`src/rtl/switch_pkg.sv`:
```
// Constants and write-FSM state encoding shared by the switch ingress blocks.
package switch_pkg;

    localparam int N_PORTS    = 4;
    localparam int IDX_WIDTH  = 2;
    localparam int DATA_WIDTH = 8;

    typedef enum logic [1:0] {
        WR_IDLE = 2'd0,
        WR_BODY = 2'd1,
        WR_DROP = 2'd2
    } wr_state_t;

    function automatic logic [15:0] sat_inc16(input logic [15:0] value);
        return (value == 16'hFFFF) ? value : value + 16'd1;
    endfunction

endpackage

```
`src/rtl/sync_fifo.sv`:
```
// Single-clock FIFO with registered occupancy count; push is refused while full.
module sync_fifo #(
    parameter int WIDTH = 2,
    parameter int DEPTH = 8
) (
    input  logic                     clk,
    input  logic                     reset,
    input  logic                     i_push,
    input  logic [WIDTH-1:0]         i_data,
    input  logic                     i_pop,
    output logic [WIDTH-1:0]         o_data,
    output logic [$clog2(DEPTH):0]   o_count,
    output logic                     o_full
);
    import switch_pkg::*;

    localparam int AW = $clog2(DEPTH);

    logic [WIDTH-1:0] r_mem [DEPTH];
    logic [AW-1:0]    r_wr_ptr;
    logic [AW-1:0]    r_rd_ptr;
    logic [AW:0]      r_count;
    logic             w_push;
    logic             w_pop;

    assign o_full  = (r_count == (AW+1)'(DEPTH));
    assign w_push  = i_push && !o_full;
    assign w_pop   = i_pop && (r_count != {(AW+1){1'b0}});
    assign o_data  = r_mem[r_rd_ptr];
    assign o_count = r_count;

    // Storage array, no reset needed: contents are qualified by r_count.
    always_ff @(posedge clk) begin
        if (w_push) begin
            r_mem[r_wr_ptr] <= i_data;
        end else begin
            r_mem[r_wr_ptr] <= r_mem[r_wr_ptr];
        end
    end

    // Pointers and occupancy.
    always_ff @(posedge clk or posedge reset) begin
        if (reset) begin
            r_wr_ptr <= {AW{1'b0}};
            r_rd_ptr <= {AW{1'b0}};
            r_count  <= {(AW+1){1'b0}};
        end else begin
            if (w_push) begin
                r_wr_ptr <= r_wr_ptr + 1'b1;
            end else begin
                r_wr_ptr <= r_wr_ptr;
            end
            if (w_pop) begin
                r_rd_ptr <= r_rd_ptr + 1'b1;
            end else begin
                r_rd_ptr <= r_rd_ptr;
            end
            case ({w_push, w_pop})
                2'b10:   r_count <= r_count + 1'b1;
                2'b01:   r_count <= r_count - 1'b1;
                default: r_count <= r_count;
            endcase
        end
    end

endmodule

```
`src/rtl/ingress_buffer.sv`:
```
// Store-and-forward ingress frame buffer: a frame is offered downstream only once fully written.
// Define INGRESS_DROP_EN to drop overflowing frames instead of back-pressuring upstream.
module ingress_buffer #(
    parameter int N_PORTS    = switch_pkg::N_PORTS,
    parameter int IDX_WIDTH  = $clog2(N_PORTS),
    parameter int DATA_WIDTH = switch_pkg::DATA_WIDTH,
    parameter int DEPTH      = 64,
    parameter int DESC_DEPTH = 8
) (
    input  logic                          clk,
    input  logic                          reset,
    input  logic [DATA_WIDTH-1:0]         in_data,
    input  logic                          in_valid,
    input  logic                          in_last,
    input  logic [IDX_WIDTH-1:0]          in_dst,
    output logic                          in_ready,
    output logic [DATA_WIDTH-1:0]         out_data,
    output logic                          out_valid,
    output logic                          out_last,
    output logic [IDX_WIDTH-1:0]          out_dst,
    input  logic                          out_ready,
    output logic [$clog2(DESC_DEPTH):0]   frame_count,
    output logic [15:0]                   drop_count
);
    import switch_pkg::*;

    localparam int PTR_WIDTH = $clog2(DEPTH);

    logic [DATA_WIDTH:0]   r_mem [DEPTH];
    logic [PTR_WIDTH:0]    r_wr_ptr;
    logic [PTR_WIDTH:0]    r_rd_ptr;
    logic [IDX_WIDTH-1:0]  r_dst;
    wr_state_t             r_state;
    wr_state_t             w_state_nxt;

    logic [PTR_WIDTH:0]    w_data_used;
    logic                  w_data_full;
    logic                  w_desc_full;
    logic                  w_in_ready;
    logic                  w_wr_en;
    logic                  w_commit;
    logic [IDX_WIDTH-1:0]  w_commit_dst;
    logic                  w_pop;
    logic [DATA_WIDTH:0]   w_head;

`ifdef INGRESS_DROP_EN
    logic [PTR_WIDTH:0]    r_cm_ptr;
    logic [15:0]           r_drop_cnt;
    logic                  w_drop_start;
`endif

    assign w_data_used = r_wr_ptr - r_rd_ptr;
    assign w_data_full = (w_data_used == (PTR_WIDTH+1)'(DEPTH));
    assign in_ready    = w_in_ready && !reset;

    assign w_head      = r_mem[r_rd_ptr[PTR_WIDTH-1:0]];
    assign out_data    = w_head[DATA_WIDTH-1:0];
    assign out_last    = w_head[DATA_WIDTH];
    assign out_valid   = (frame_count != {($clog2(DESC_DEPTH)+1){1'b0}});
    assign w_pop       = out_valid && out_ready;

`ifdef INGRESS_DROP_EN
    assign drop_count  = r_drop_cnt;
`else
    assign drop_count  = 16'd0;
`endif

    sync_fifo #(
        .WIDTH (IDX_WIDTH),
        .DEPTH (DESC_DEPTH)
    ) u_desc_fifo (
        .clk     (clk),
        .reset   (reset),
        .i_push  (w_commit),
        .i_data  (w_commit_dst),
        .i_pop   (w_pop && out_last),
        .o_data  (out_dst),
        .o_count (frame_count),
        .o_full  (w_desc_full)
    );

    // Write FSM: next state, upstream ready, beat write and frame commit strobes.
    always_comb begin
        w_state_nxt  = r_state;
        w_in_ready   = 1'b0;
        w_wr_en      = 1'b0;
        w_commit     = 1'b0;
        w_commit_dst = r_dst;
`ifdef INGRESS_DROP_EN
        w_drop_start = 1'b0;
`endif
        case (r_state)
            WR_IDLE: begin
                w_in_ready   = !w_data_full && !w_desc_full;
                w_commit_dst = in_dst;
                if (in_valid && w_in_ready) begin
                    w_wr_en = 1'b1;
                    if (in_last) begin
                        w_commit = 1'b1;
                    end else begin
                        w_state_nxt = WR_BODY;
                    end
                end else begin
                    w_state_nxt = WR_IDLE;
                end
`ifdef INGRESS_DROP_EN
                if (w_desc_full) begin
                    w_in_ready = 1'b1;
                    if (in_valid) begin
                        w_drop_start = 1'b1;
                        if (in_last) begin
                            w_state_nxt = WR_IDLE;
                        end else begin
                            w_state_nxt = WR_DROP;
                        end
                    end else begin
                        w_state_nxt = WR_IDLE;
                    end
                end else begin
                    w_drop_start = 1'b0;
                end
`endif
            end
            WR_BODY: begin
                w_in_ready = !w_data_full;
                if (in_valid && w_in_ready) begin
                    w_wr_en = 1'b1;
                    if (in_last) begin
                        w_commit    = 1'b1;
                        w_state_nxt = WR_IDLE;
                    end else begin
                        w_state_nxt = WR_BODY;
                    end
                end else begin
                    w_state_nxt = WR_BODY;
                end
`ifdef INGRESS_DROP_EN
                // Overflow mid-frame: rewind over the partial frame and swallow the rest.
                if (w_data_full) begin
                    w_in_ready = 1'b1;
                    if (in_valid) begin
                        w_drop_start = 1'b1;
                        if (in_last) begin
                            w_state_nxt = WR_IDLE;
                        end else begin
                            w_state_nxt = WR_DROP;
                        end
                    end else begin
                        w_state_nxt = WR_BODY;
                    end
                end else begin
                    w_drop_start = 1'b0;
                end
`endif
            end
`ifdef INGRESS_DROP_EN
            WR_DROP: begin
                w_in_ready = 1'b1;
                if (in_valid && in_last) begin
                    w_state_nxt = WR_IDLE;
                end else begin
                    w_state_nxt = WR_DROP;
                end
            end
`endif
            default: begin
                w_state_nxt = WR_IDLE;
                w_in_ready  = 1'b0;
            end
        endcase
    end

    // Data store write port; words are qualified by the pointers, so no reset.
    always_ff @(posedge clk) begin
        if (w_wr_en) begin
            r_mem[r_wr_ptr[PTR_WIDTH-1:0]] <= {in_last, in_data};
        end else begin
            r_mem[r_wr_ptr[PTR_WIDTH-1:0]] <= r_mem[r_wr_ptr[PTR_WIDTH-1:0]];
        end
    end

    // FSM state, pointers, latched destination and drop counter.
    always_ff @(posedge clk or posedge reset) begin
        if (reset) begin
            r_state  <= WR_IDLE;
            r_wr_ptr <= {(PTR_WIDTH+1){1'b0}};
            r_rd_ptr <= {(PTR_WIDTH+1){1'b0}};
            r_dst    <= {IDX_WIDTH{1'b0}};
`ifdef INGRESS_DROP_EN
            r_cm_ptr   <= {(PTR_WIDTH+1){1'b0}};
            r_drop_cnt <= 16'd0;
`endif
        end else begin
            r_state <= w_state_nxt;
            if (w_wr_en) begin
                r_wr_ptr <= r_wr_ptr + 1'b1;
            end else begin
                r_wr_ptr <= r_wr_ptr;
            end
            if (w_pop) begin
                r_rd_ptr <= r_rd_ptr + 1'b1;
            end else begin
                r_rd_ptr <= r_rd_ptr;
            end
            if ((r_state == WR_IDLE) && w_wr_en) begin
                r_dst <= in_dst;
            end else begin
                r_dst <= r_dst;
            end
`ifdef INGRESS_DROP_EN
            if (w_commit) begin
                r_cm_ptr <= r_wr_ptr + 1'b1;
            end else begin
                r_cm_ptr <= r_cm_ptr;
            end
            if (w_drop_start) begin
                r_wr_ptr   <= r_cm_ptr;
                r_drop_cnt <= sat_inc16(r_drop_cnt);
            end else begin
                r_drop_cnt <= r_drop_cnt;
            end
`endif
        end
    end

endmodule

```
`config.mk`:
```
export PLATFORM = sky130hd
export DESIGN_NAME = ingress_buffer
export DESIGN_NICKNAME = d
export VERILOG_FILES = /design/src/rtl/switch_pkg.sv /design/src/rtl/sync_fifo.sv /design/src/rtl/ingress_buffer.sv
export SDC_FILE = /design/constraint.sdc
export NUM_CORES = 1
export LEC_CHECK = 0
export CORE_AREA = 5 5 284 230
export CTS_CLUSTER_SIZE = 10
export DETAILED_ROUTE_END_ITERATION = 8
export DIE_AREA = 0 0 289 235
export GPL_ROUTABILITY_DRIVEN = 0
export PLACE_DENSITY = 0.66
export SKIP_LAST_GASP = 1
export SYNTH_ARGS = -nofsm -noshare
export SYNTH_HDL_FRONTEND = slang
export SYNTH_SLANG_ARGS = --single-unit
```
`constraint.sdc`:
```
create_clock -name clk -period 4.65 [get_ports clk]
set_input_delay 0.465 -clock clk [delete_from_list [all_inputs] [get_ports clk]]
set_output_delay 0.465 -clock clk [all_outputs]
set_load 0.005 [all_outputs]
```
Word-level counts from Yosys, hierarchy flattened
Memory sizes are Yosys's and may differ from the RTL's.
Index checks and enable logic that the tools add are counted.
{"block": "totals", "register_bits": 28, "ramBits": 592, "inputBits": 15, "output_inout_bits": 33, "word_cells": 66, "memories": 2}
{"memory": "r_mem", "words": 64, "width": 9, "read_ports": 1, "rd_clocked_by_memory_dff": 0, "write_ports": 1, "line": "ingress_buffer.sv:29", "text": "logic [DATA_WIDTH:0] r_mem [DEPTH];"}
{"memory": "u_desc_fifo.r_mem", "words": 8, "width": 2, "read_ports": 1, "rd_clocked_by_memory_dff": 0, "write_ports": 1, "line": "sync_fifo.sv:19", "text": "logic [WIDTH-1:0] r_mem [DEPTH];"}
{"block": "classes", "n_addsub": 7, "eq_ne": 8, "mux": 23, "bitwise": 2, "n_reduce_logical": 17}
{"op": "$add 7x1->7 const B", "count": 2}
{"op": "$mux 1", "count": 12}
{"op": "$mux 2", "count": 5}
{"op": "$logic_and 1x1->1", "count": 9}
{"op": "$mux 9", "count": 1}
{"op": "$pmux 4 s2", "count": 1}
{"op": "$eq 7x7->1 const B", "count": 1}
{"op": "$sub 7x7->7", "count": 1}
{"op": "$add 3x1->3 const B", "count": 2}
{"op": "$pmux 1 s2", "count": 3}
{"op": "$add 4x1->4 const B", "count": 1}
{"op": "$eq 2x1->1 const B", "count": 2}
{"op": "$eq 4x4->1 const B", "count": 1}
{"op": "$pmux 2 s2", "count": 1}
{"op": "$reduce_and 2->1", "count": 2}
{"op": "$reduce_bool 4->1", "count": 1}
{"op": "$sub 4x1->4 const B", "count": 1}
{"op": "$logic_not 1->1", "count": 3}
{"op": "$ne 3x3->1 const B", "count": 1}
{"op": "$eq 2x2->1 const B", "count": 1}
{"op": "$logic_not 2->1", "count": 1}
{"op": "$ne 0x0->1", "count": 2}
{"op": "$or 1x1->1", "count": 2}
{"op": "$reduce_bool 2->1", "count": 1}

Depth between registers and ports, before layout
Gate-level depths: netlist of the first run.
{"block": "depth", "ltp_word": 11, "ltp_mapped": 19, "mapped_depth_nobuf": 15}

Hierarchy
From an unflattened synthesis of the first run, not the netlist that was laid out.
{"block": "unflattened", "hier_cells": 1296, "area_unflattened_um2": 24848.8}
{"module": "ingress_buffer", "instances": 1, "cells_per_inst": 1206, "area_per_inst_um2": 23592.6, "seq_area_each_um2": 17722.0}
{"module": "sync_fifo", "instances": 1, "cells_per_inst": 90, "area_per_inst_um2": 1256.2, "seq_area_each_um2": 730.7}

Worst setup path after synthesis of the first run
No wires, ideal clock.
{"block": "synth_timing", "path_kind": "register to register", "from": "register r_rd_ptr[4]", "to": "register u_desc_fifo.r_count[3], in the netlist u_desc_fifo.o_count[3]", "setup_time_ns": 0.125, "t_arrival_ns": 4.172, "required_ns": 4.525, "path_slack_ns": 0.353, "path_stages_with_launch": 18, "path_buffers": 3, "synth_period_minus_slack_ns": 4.297, "path_cell_list": "dfrtp_1 > inv_1 > buf_1 > clkbuf_1 > ha_1 > a21o_1 > a221oi_2 > xnor2_1 > and2_1 > or3b_1 > buf_2 > ha_1 > ha_1 > a21o_1 > a21oi_1 > xnor2_1 > nor2_1 > xor2_1"}
{"block": "synth_via", "elab_chain_cells": 10, "word_cells_on_any_way": 17, "classes_between": "add/sub (1); eq/ne (3); mux (4); reduce/logical (8); memory (1)"}
{"element": "from (decl)", "line": "ingress_buffer.sv:31", "text": "logic [PTR_WIDTH:0] r_rd_ptr;"}
{"element": "from (signal assigned)", "line": "ingress_buffer.sv:187", "text": "r_rd_ptr <= {(PTR_WIDTH+1){1'b0}};"}
{"element": "from (signal assigned)", "line": "ingress_buffer.sv:201", "text": "r_rd_ptr <= r_rd_ptr + 1'b1;"}
{"element": "from (signal assigned)", "line": "ingress_buffer.sv:203", "text": "r_rd_ptr <= r_rd_ptr;"}
{"element": "$sub 7x7->7", "line": "ingress_buffer.sv:52", "text": "assign w_data_used = r_wr_ptr - r_rd_ptr;"}
{"element": "$eq 7x7->1", "line": "ingress_buffer.sv:53", "text": "assign w_data_full = (w_data_used == (PTR_WIDTH+1)'(DEPTH));"}
{"element": "$logic_not 1->1", "line": "ingress_buffer.sv:94, ingress_buffer.sv:125"}
{"element": "$logic_and 1x1->1", "line": "ingress_buffer.sv:94", "text": "w_in_ready = !w_data_full && !w_desc_full;"}
{"element": "$logic_and 1x1->1", "line": "ingress_buffer.sv:96", "text": "if (in_valid && w_in_ready) begin"}
{"element": "$mux 1", "line": "ingress_buffer.sv:96"}
{"element": "$pmux 1 s2", "line": "ingress_buffer.sv:92", "text": "case (r_state)"}
{"element": "$logic_and 1x1->1", "line": "sync_fifo.sv:27", "text": "assign w_push = i_push && !o_full;"}
{"element": "$eq 2x1->1 or $eq 2x2->1 (tied branches)", "line": "sync_fifo.sv:58", "text": "case ({w_push, w_pop})"}
{"element": "$pmux 4 s2 or $reduce_bool 2->1 (tied branches)"}
{"element": "to (signal assigned)", "line": "sync_fifo.sv:59", "text": "2'b10: r_count <= r_count + 1'b1;"}
{"element": "to (signal assigned)", "line": "sync_fifo.sv:60", "text": "2'b01: r_count <= r_count - 1'b1;"}
{"element": "to (signal assigned)", "line": "sync_fifo.sv:61", "text": "default: r_count <= r_count;"}
{"element": "to (decl)", "line": "sync_fifo.sv:22", "text": "logic [AW:0] r_count;"}
Parallel ways exist; a longest one is shown, timed or not.
A chain may end at the register's enable or synchronous reset.

Worst setup path in the final report of the first run
{"block": "layout_timing", "from": "register r_rd_ptr[0]", "to": "output port out_data[7]"}
{"block": "layout_via", "elab_chain_cells": 1}
{"element": "$mem_v2 64x9"}
{"element": "to (decl)", "line": "ingress_buffer.sv:17", "text": "output logic [DATA_WIDTH-1:0] out_data,"}
Every way passes these cells.

==> impl_metrics.env, run 1 <==
export IMPL_synth_cell_types=51
export IMPL_antenna_found_initial=0
export IMPL_finalWorstPathRequiredPeriod_ps=4470
export IMPL_synth_edff_count=592
export IMPL_dr_first_iter_drc_count=1399
export IMPL_hold_viol=0
export IMPL_p_leak_uw=0.00906
export IMPL_port_buffer_count=31
export IMPL_grt_pass1_vias=12200
export IMPL_htreeDepth=3
export IMPL_final_setup_tns_ps=0
export IMPL_slew_viol_final=0
export IMPL_hold_buffers=0
export IMPL_cpMostUsedCell="mux4_2"
export IMPL_n_fill_cell=5210
export IMPL_final_setup_viol_count=0
export IMPL_cts_tree="yes"
export IMPL_timing_slew_headroom_pct=16.7
export IMPL_cts_path_max_buffers=3
export IMPL_critPathRequiredTime_ps=4180
export IMPL_grt_pass1_wl_mm=82.1
export IMPL_hold_path_class="in -> reg"
export IMPL_pwr_share_comb_pct=30.6
export IMPL_path_max_fanout=56
export IMPL_grt_usage_pct=16.3
export IMPL_diodes=0
export IMPL_cts_root_buf="clkbuf_16"
export IMPL_cp_cell_sequence="buf_12 > mux4_2 > mux4_2 > mux4_2 > clkdlybuf4s50_1"
export IMPL_period_share_pct=96.1
export IMPL_synth_seq_cells=619
export IMPL_yosysWarnings=0
export IMPL_p_seq_share_pct=40.0
export IMPL_area_growth_pct=14.9
export IMPL_cap_violations=0
export IMPL_dp_hpwl_mm=33.9
export IMPL_nNetsFinal=1309
export IMPL_postRouteWirelength_mm=55.6
export IMPL_cts_made_buffers=71
export IMPL_syn_cell_area_mm2=0.0246
export IMPL_overflow=0
export IMPL_slowest_delay_ps=670
export IMPL_clkLatencyLatePin_ps=600
export IMPL_final_antenna_net_count=0
export IMPL_dieArea_mm2=0.0679
export IMPL_syn_avg_cell_area_um2=21.4
export IMPL_grt_max_degree=66
export IMPL_startpoint_type="register"
export IMPL_coreArea_mm2=0.0622
export IMPL_cts_reportedPaths_clkPinSlew_ps=60
export IMPL_layout_common_cells="edfxtp_1 (592), mux4_2 (179), buf_4 (83), clkbuf_16 (72), nor2_1 (71)"
export IMPL_drt_pre_antenna_iters=5
export IMPL_die_x_um=289
export IMPL_cp_top_family="multiplexers"
export IMPL_power_density_mw_per_mm2=598
export IMPL_viasPerCell=5.53
export IMPL_post_drt_wl_per_cell_um=25.7
export IMPL_rows=82
export IMPL_timing_clock_skew_ps=21.6
export IMPL_worstSetupPathType="reg -> out"
export IMPL_endpoint_kind="primary output"
export IMPL_switchingPower_uw=5090
export IMPL_drive_gt1_share_pct=28.4
export IMPL_placedCellCount=2047
export IMPL_cp_data_arrival_time_ps=4000
export IMPL_seqCellArea_mm2=0.0185
export IMPL_num_vias=11900
export IMPL_async_flop_share_pct=4.36
export IMPL_cp_slowest_cell="dfrtp_4"
export IMPL_dieHeight_um=235
export IMPL_layout_commonest_cell="edfxtp_1"
export IMPL_start_util_pct=39.6
export IMPL_seq_area_frac_synth_pct=75.0
export IMPL_ir_worst_vdd_uv=438
export IMPL_multi_input_area_mm2=0.00572
export IMPL_route_detailed_drc=0
export IMPL_timing_fmax_mhz=224
export IMPL_io_pins=48
export IMPL_final_cells=2158
export IMPL_synthCells=1147
export IMPL_p_sw_share_pct=30.1
export IMPL_pwr_share_clk_pct=29.4
export IMPL_synthFlopType="edfxtp_1"
export IMPL_status="completed"
export IMPL_max_slew_worst_pin_slew_ps=1250
export IMPL_path_buf_inv=2
export IMPL_rsz0062_at_grt="false"
export IMPL_clock_sinks=619
export IMPL_internal_power_uw=11800
sequential cells by signal (all words and copies together), names as in the netlist:
signal,count
r_mem,576
u_desc_fifo.r_mem,16
r_rd_ptr,7
r_wr_ptr,7
u_desc_fifo.o_count,4
u_desc_fifo.r_rd_ptr,3
u_desc_fifo.r_wr_ptr,3
r_dst,2
r_state,1
cell usage after synthesis (13+ instances only):
cell type / n / area [um2]
clkbuf_1: 16 / 60.1
xnor2_1: 19 / 166
buf_2: 23 / 115
nand2_1: 43 / 161
inv_1: 13 / 48.8
mux2_2: 13 / 146
dfrtp_1: 27 / 676
nor2_1: 71 / 267
mux4_2: 179 / 4030
buf_4: 22 / 165
edfxtp_1: 592 / 17800
ha_1: 13 / 163
timing repair:
action | CTS | global route
endpoints found under the setup margin | 0 | 1
gates resized for setup | 0 | 1
setup buffers | 0 | 0
kinds of logic after synthesis:
group           count (synthesis)  share of synthesized area [%]
buf+inv                        88                           1.98
compound gates                 34                           1.02
fa+ha+maj                      14                          0.743
xor+xnor                       24                          0.854
other cells                     1                         0.0152
mux                           199                           17.3
flops                         619                           75.0
simple gates                  168                           3.12
power groups by stage:
| stage | registers [uW] | clock network (uW) | logic, uW |
|---|---|---|---|
| 2_1_floorplan | 6680 | 0 | 3580 |
| 3_3_place_gp | 6850 | 0 | 5160 |
| 4_1_cts | 6760 | 5070 | 5220 |
| 3_5_place_dp | 6870 | 0 | 5190 |
| 5_1_grt | 6790 | 5330 | 5520 |
| 6_report | 6760 | 4970 | 5160 |
layer usage:
layer / up-vias / track usage [%] / wire length [um]
li1: 4976 / - / -
met1: 6341 / 24.8 / 24800
met2: 531 / 23.2 / 24400
met3: 80 / 5.13 / 5280
met4: 0 / 4.09 / 1080
met5: - / 0 / 0
final timing paths:
check,slack (ps),cells after the start,endpoint,start
worst min register to register,490,1,r_rd_ptr[6],r_rd_ptr[6]
worst max-delay path,180,5,out_data[7],r_rd_ptr[0]
worst max register to register,520,11,r_mem[62][0],r_rd_ptr[1]
worst min-delay path,260,3,r_state[0],in_last
min in group asynchronous,330,3,r_dst[0],reset
max in group asynchronous,3980,3,r_rd_ptr[1],reset
area by class of cell:
cell class,instances,area share (%)
multi-input combinational,455,20.2
inverter,15,0.199
clock buffer,105,6.81
clock inverter,6,0.306
tap,840,3.72
timing repair buffer,118,3.40
sequential,619,65.3
metrics by stage:
step	hold slack (ps)	cell area (um2)	setup slack (ps)	power [uW]	utilization (%)
finish	261	28300	181	16900	45.5
CTS	235	28300	88.5	17000	45.4
global placement	480	26200	596	12000	42.2
floorplan	462	24700	353	10300	-
detailed placement	479	26200	539	12100	42.2
global route	263	28300	16.6	17600	45.5
tightest hold or removal path: stages:
cell and delay (ps):
buf_2 130, nand2_1 80, o22a_1 130
No activity file was read; power rests on OpenSTA's default activity.
==> run 2: changes to the inputs <==
CORE_AREA = 5 5 239 194   (was 5 5 284 230)
DIE_AREA = 0 0 244 199   (was 0 0 289 235)
PLACE_DENSITY = 0.84   (was 0.66)
==> run 2 against run 1 <==
Net effect: register-to-register slack gained 110 ps; worst hold slack gained 9.9 ps; total power grew 0.58%; clock skew grew 1.5 ps; setup slack gained 120 ps; critical path type unchanged; sequential share of layout area grew 0.90 points; sequential power shrank 0.9%; routed wire length grew 1.6%; cell area shrank 1.4%; non-clock buffer count shrank 2.
==> impl_metrics.env, run 2 (same netlist as run 1, synthesis figures left out) <==
export IMPL_status="completed"
export IMPL_postCtsSetupBuffers=0
export IMPL_critPathRequiredTime_ps=4180
export IMPL_dieArea_mm2=0.0486
export IMPL_final_cells=1874
export IMPL_cp_cell_sequence="buf_12 > buf_12 > mux4_2 > mux2_2 > a211oi_1 > a41oi_1 > a21oi_1 > a31oi_1 > a21boi_0 > clkdlybuf4s50_1"
export IMPL_rsz0062_at_grt="false"
export IMPL_area_growth_pct=13.3
export IMPL_r2r_cells=13
export IMPL_period_share_pct=93.5
export IMPL_hold_viol=0
export IMPL_ir_worst_vdd_uv=318
export IMPL_path_buf_inv=3
export IMPL_io_pins=48
export IMPL_final_setup_viol_count=0
export IMPL_hold_path_class="in -> reg"
export IMPL_timing_slew_headroom_pct=13.6
export IMPL_cp_slowest_cell="clkdlybuf4s50_1"
export IMPL_p_leak_uw=0.00903
export IMPL_post_drt_wl_per_cell_um=30.1
export IMPL_diodes=0
export IMPL_timing_clock_skew_ps=23.1
export IMPL_dp_hpwl_mm=33.4
export IMPL_start_util_pct=56.1
export IMPL_cts_resized_gates=0
export IMPL_cts_reportedPaths_clkPinSlew_ps=60
export IMPL_cts_tree="yes"
export IMPL_power_density_mw_per_mm2=609
export IMPL_worstSetupPathType="reg -> out"
export IMPL_placedCellCount=1773
export IMPL_route_detailed_drc=0
export IMPL_cts_path_max_buffers=3
export IMPL_drt_pre_antenna_iters=5
export IMPL_antenna_found_initial=1
export IMPL_crit_path_start="r_rd_ptr[1]"
export IMPL_hold_start="in_last"
export IMPL_slowest_delay_ps=500
export IMPL_crit_cells=10
export IMPL_cp_top_family="buffers and inverters"
export IMPL_whs_path_depth=3
export IMPL_viasPerCell=6.68
export IMPL_clock_sinks=619
export IMPL_timing_fmax_mhz=230
export IMPL_cts_made_buffers=71
export IMPL_cp_data_arrival_time_ps=3880
export IMPL_final_area_mm2=0.0279
export IMPL_dieHeight_um=199
export IMPL_path_max_fanout=66
export IMPL_n_fill_cell=2792
export IMPL_cpMostUsedCell="buf_12"
export IMPL_grt_pass1_vias=12700
export IMPL_hold_buffers=0
export IMPL_dr_first_iter_drc_count=1661
export IMPL_r2r_start="r_rd_ptr[1]"
export IMPL_layout_commonest_cell="edfxtp_1"
export IMPL_endpoint_kind="primary output"
export IMPL_cts_root_buf="clkbuf_16"
export IMPL_rows=69
export IMPL_grt_usage_pct=23.8
export IMPL_post_dp_cell_area_mm2=0.0259
export IMPL_port_buffer_count=31
export IMPL_top_register="r_mem"
export IMPL_num_vias=12500
export IMPL_finalWorstPathRequiredPeriod_ps=4350
export IMPL_drive_gt1_share_pct=28.3
export IMPL_postRouteWirelength_mm=56.5
export IMPL_final_antenna_net_count=0
export IMPL_layout_common_cells="edfxtp_1 (592), mux4_2 (179), buf_4 (81), clkbuf_16 (74), nor2_1 (71)"
export IMPL_grt_pass1_wl_mm=84.3
export IMPL_clkLatencyLatePin_ps=590
export IMPL_slew_viol_final=0
export IMPL_overflow=0
export IMPL_final_core_util_pct=63.6
export IMPL_die_x_um=244
export IMPL_grt_max_degree=67
export IMPL_coreArea_mm2=0.0439
export IMPL_cap_violations=0
export IMPL_max_slew_worst_pin_slew_ps=1300
export IMPL_final_setup_tns_ps=0
export IMPL_top_regs="r_mem (576), u_desc_fifo.r_mem (16)"
export IMPL_nNetsFinal=1307
export IMPL_startpoint_type="register"
export IMPL_htreeDepth=3
export IMPL_largest_reg_flops=576
[run 2: cell count changes in the layout (fill, tap and decap cells not counted), sizes merged]
cell | previous run | this run
buf | 96 | 94
inv | 16 | 14
clkinv | 5 | 4
clkbuf | 105 | 98
[run 2: worst min-delay path, cell delays in order]
cell     delay, ps
buf_2          130
nand2_1         90
o22a_1         130
[run 2: path summary, 6_finish.rpt]
check	end	slack (ps)
max	out_data[3]	300
min	r_state[0]	270
max reg2reg	u_desc_fifo.o_count[3]	630
min reg2reg	r_wr_ptr[6]	510
max in group asynchronous	r_rd_ptr[1]	3340
min in group asynchronous	u_desc_fifo.o_count[1]	530
[run 2: where the power goes]
group          switching (uW)  internal, uW
Sequential                240          6460
Clock                    2030          2870
Combinational            2850          2530
Total                    5120         11900
[run 2: metrics by stage]
stage               total power, uW  hold slack, ps  setup slack, ps
floorplan                     10300             462              353
global placement              11900             484              870
detailed placement            12100             491              778
CTS                           17000             241              270
global route                  17600             263              121
finish                        17000             271              303
[run 2: area by class of cell]
cell class / count / area, um2 / area share [%]
Sequential cell: 619 / 18500 / 66.2
Multi-Input combinational cell: 455 / 5720 / 20.5
Clock buffer: 98 / 1940 / 6.97
Timing Repair Buffer: 116 / 953 / 3.42
Tap cell: 568 / 711 / 2.55
Inverter: 15 / 56.3 / 0.202
Clock inverter: 3 / 33.8 / 0.121
[run 2: per-layer routing]
layer | part of all wire, % | wire length, um | GRT usage, %
met4 | 3.2 | 1780 | 7.31
met3 | 11 | 6260 | 5.83
met2 | 46 | 26100 | 35.8
met1 | 39 | 22300 | 35.4
met5 | 0.023 | 13 | 0
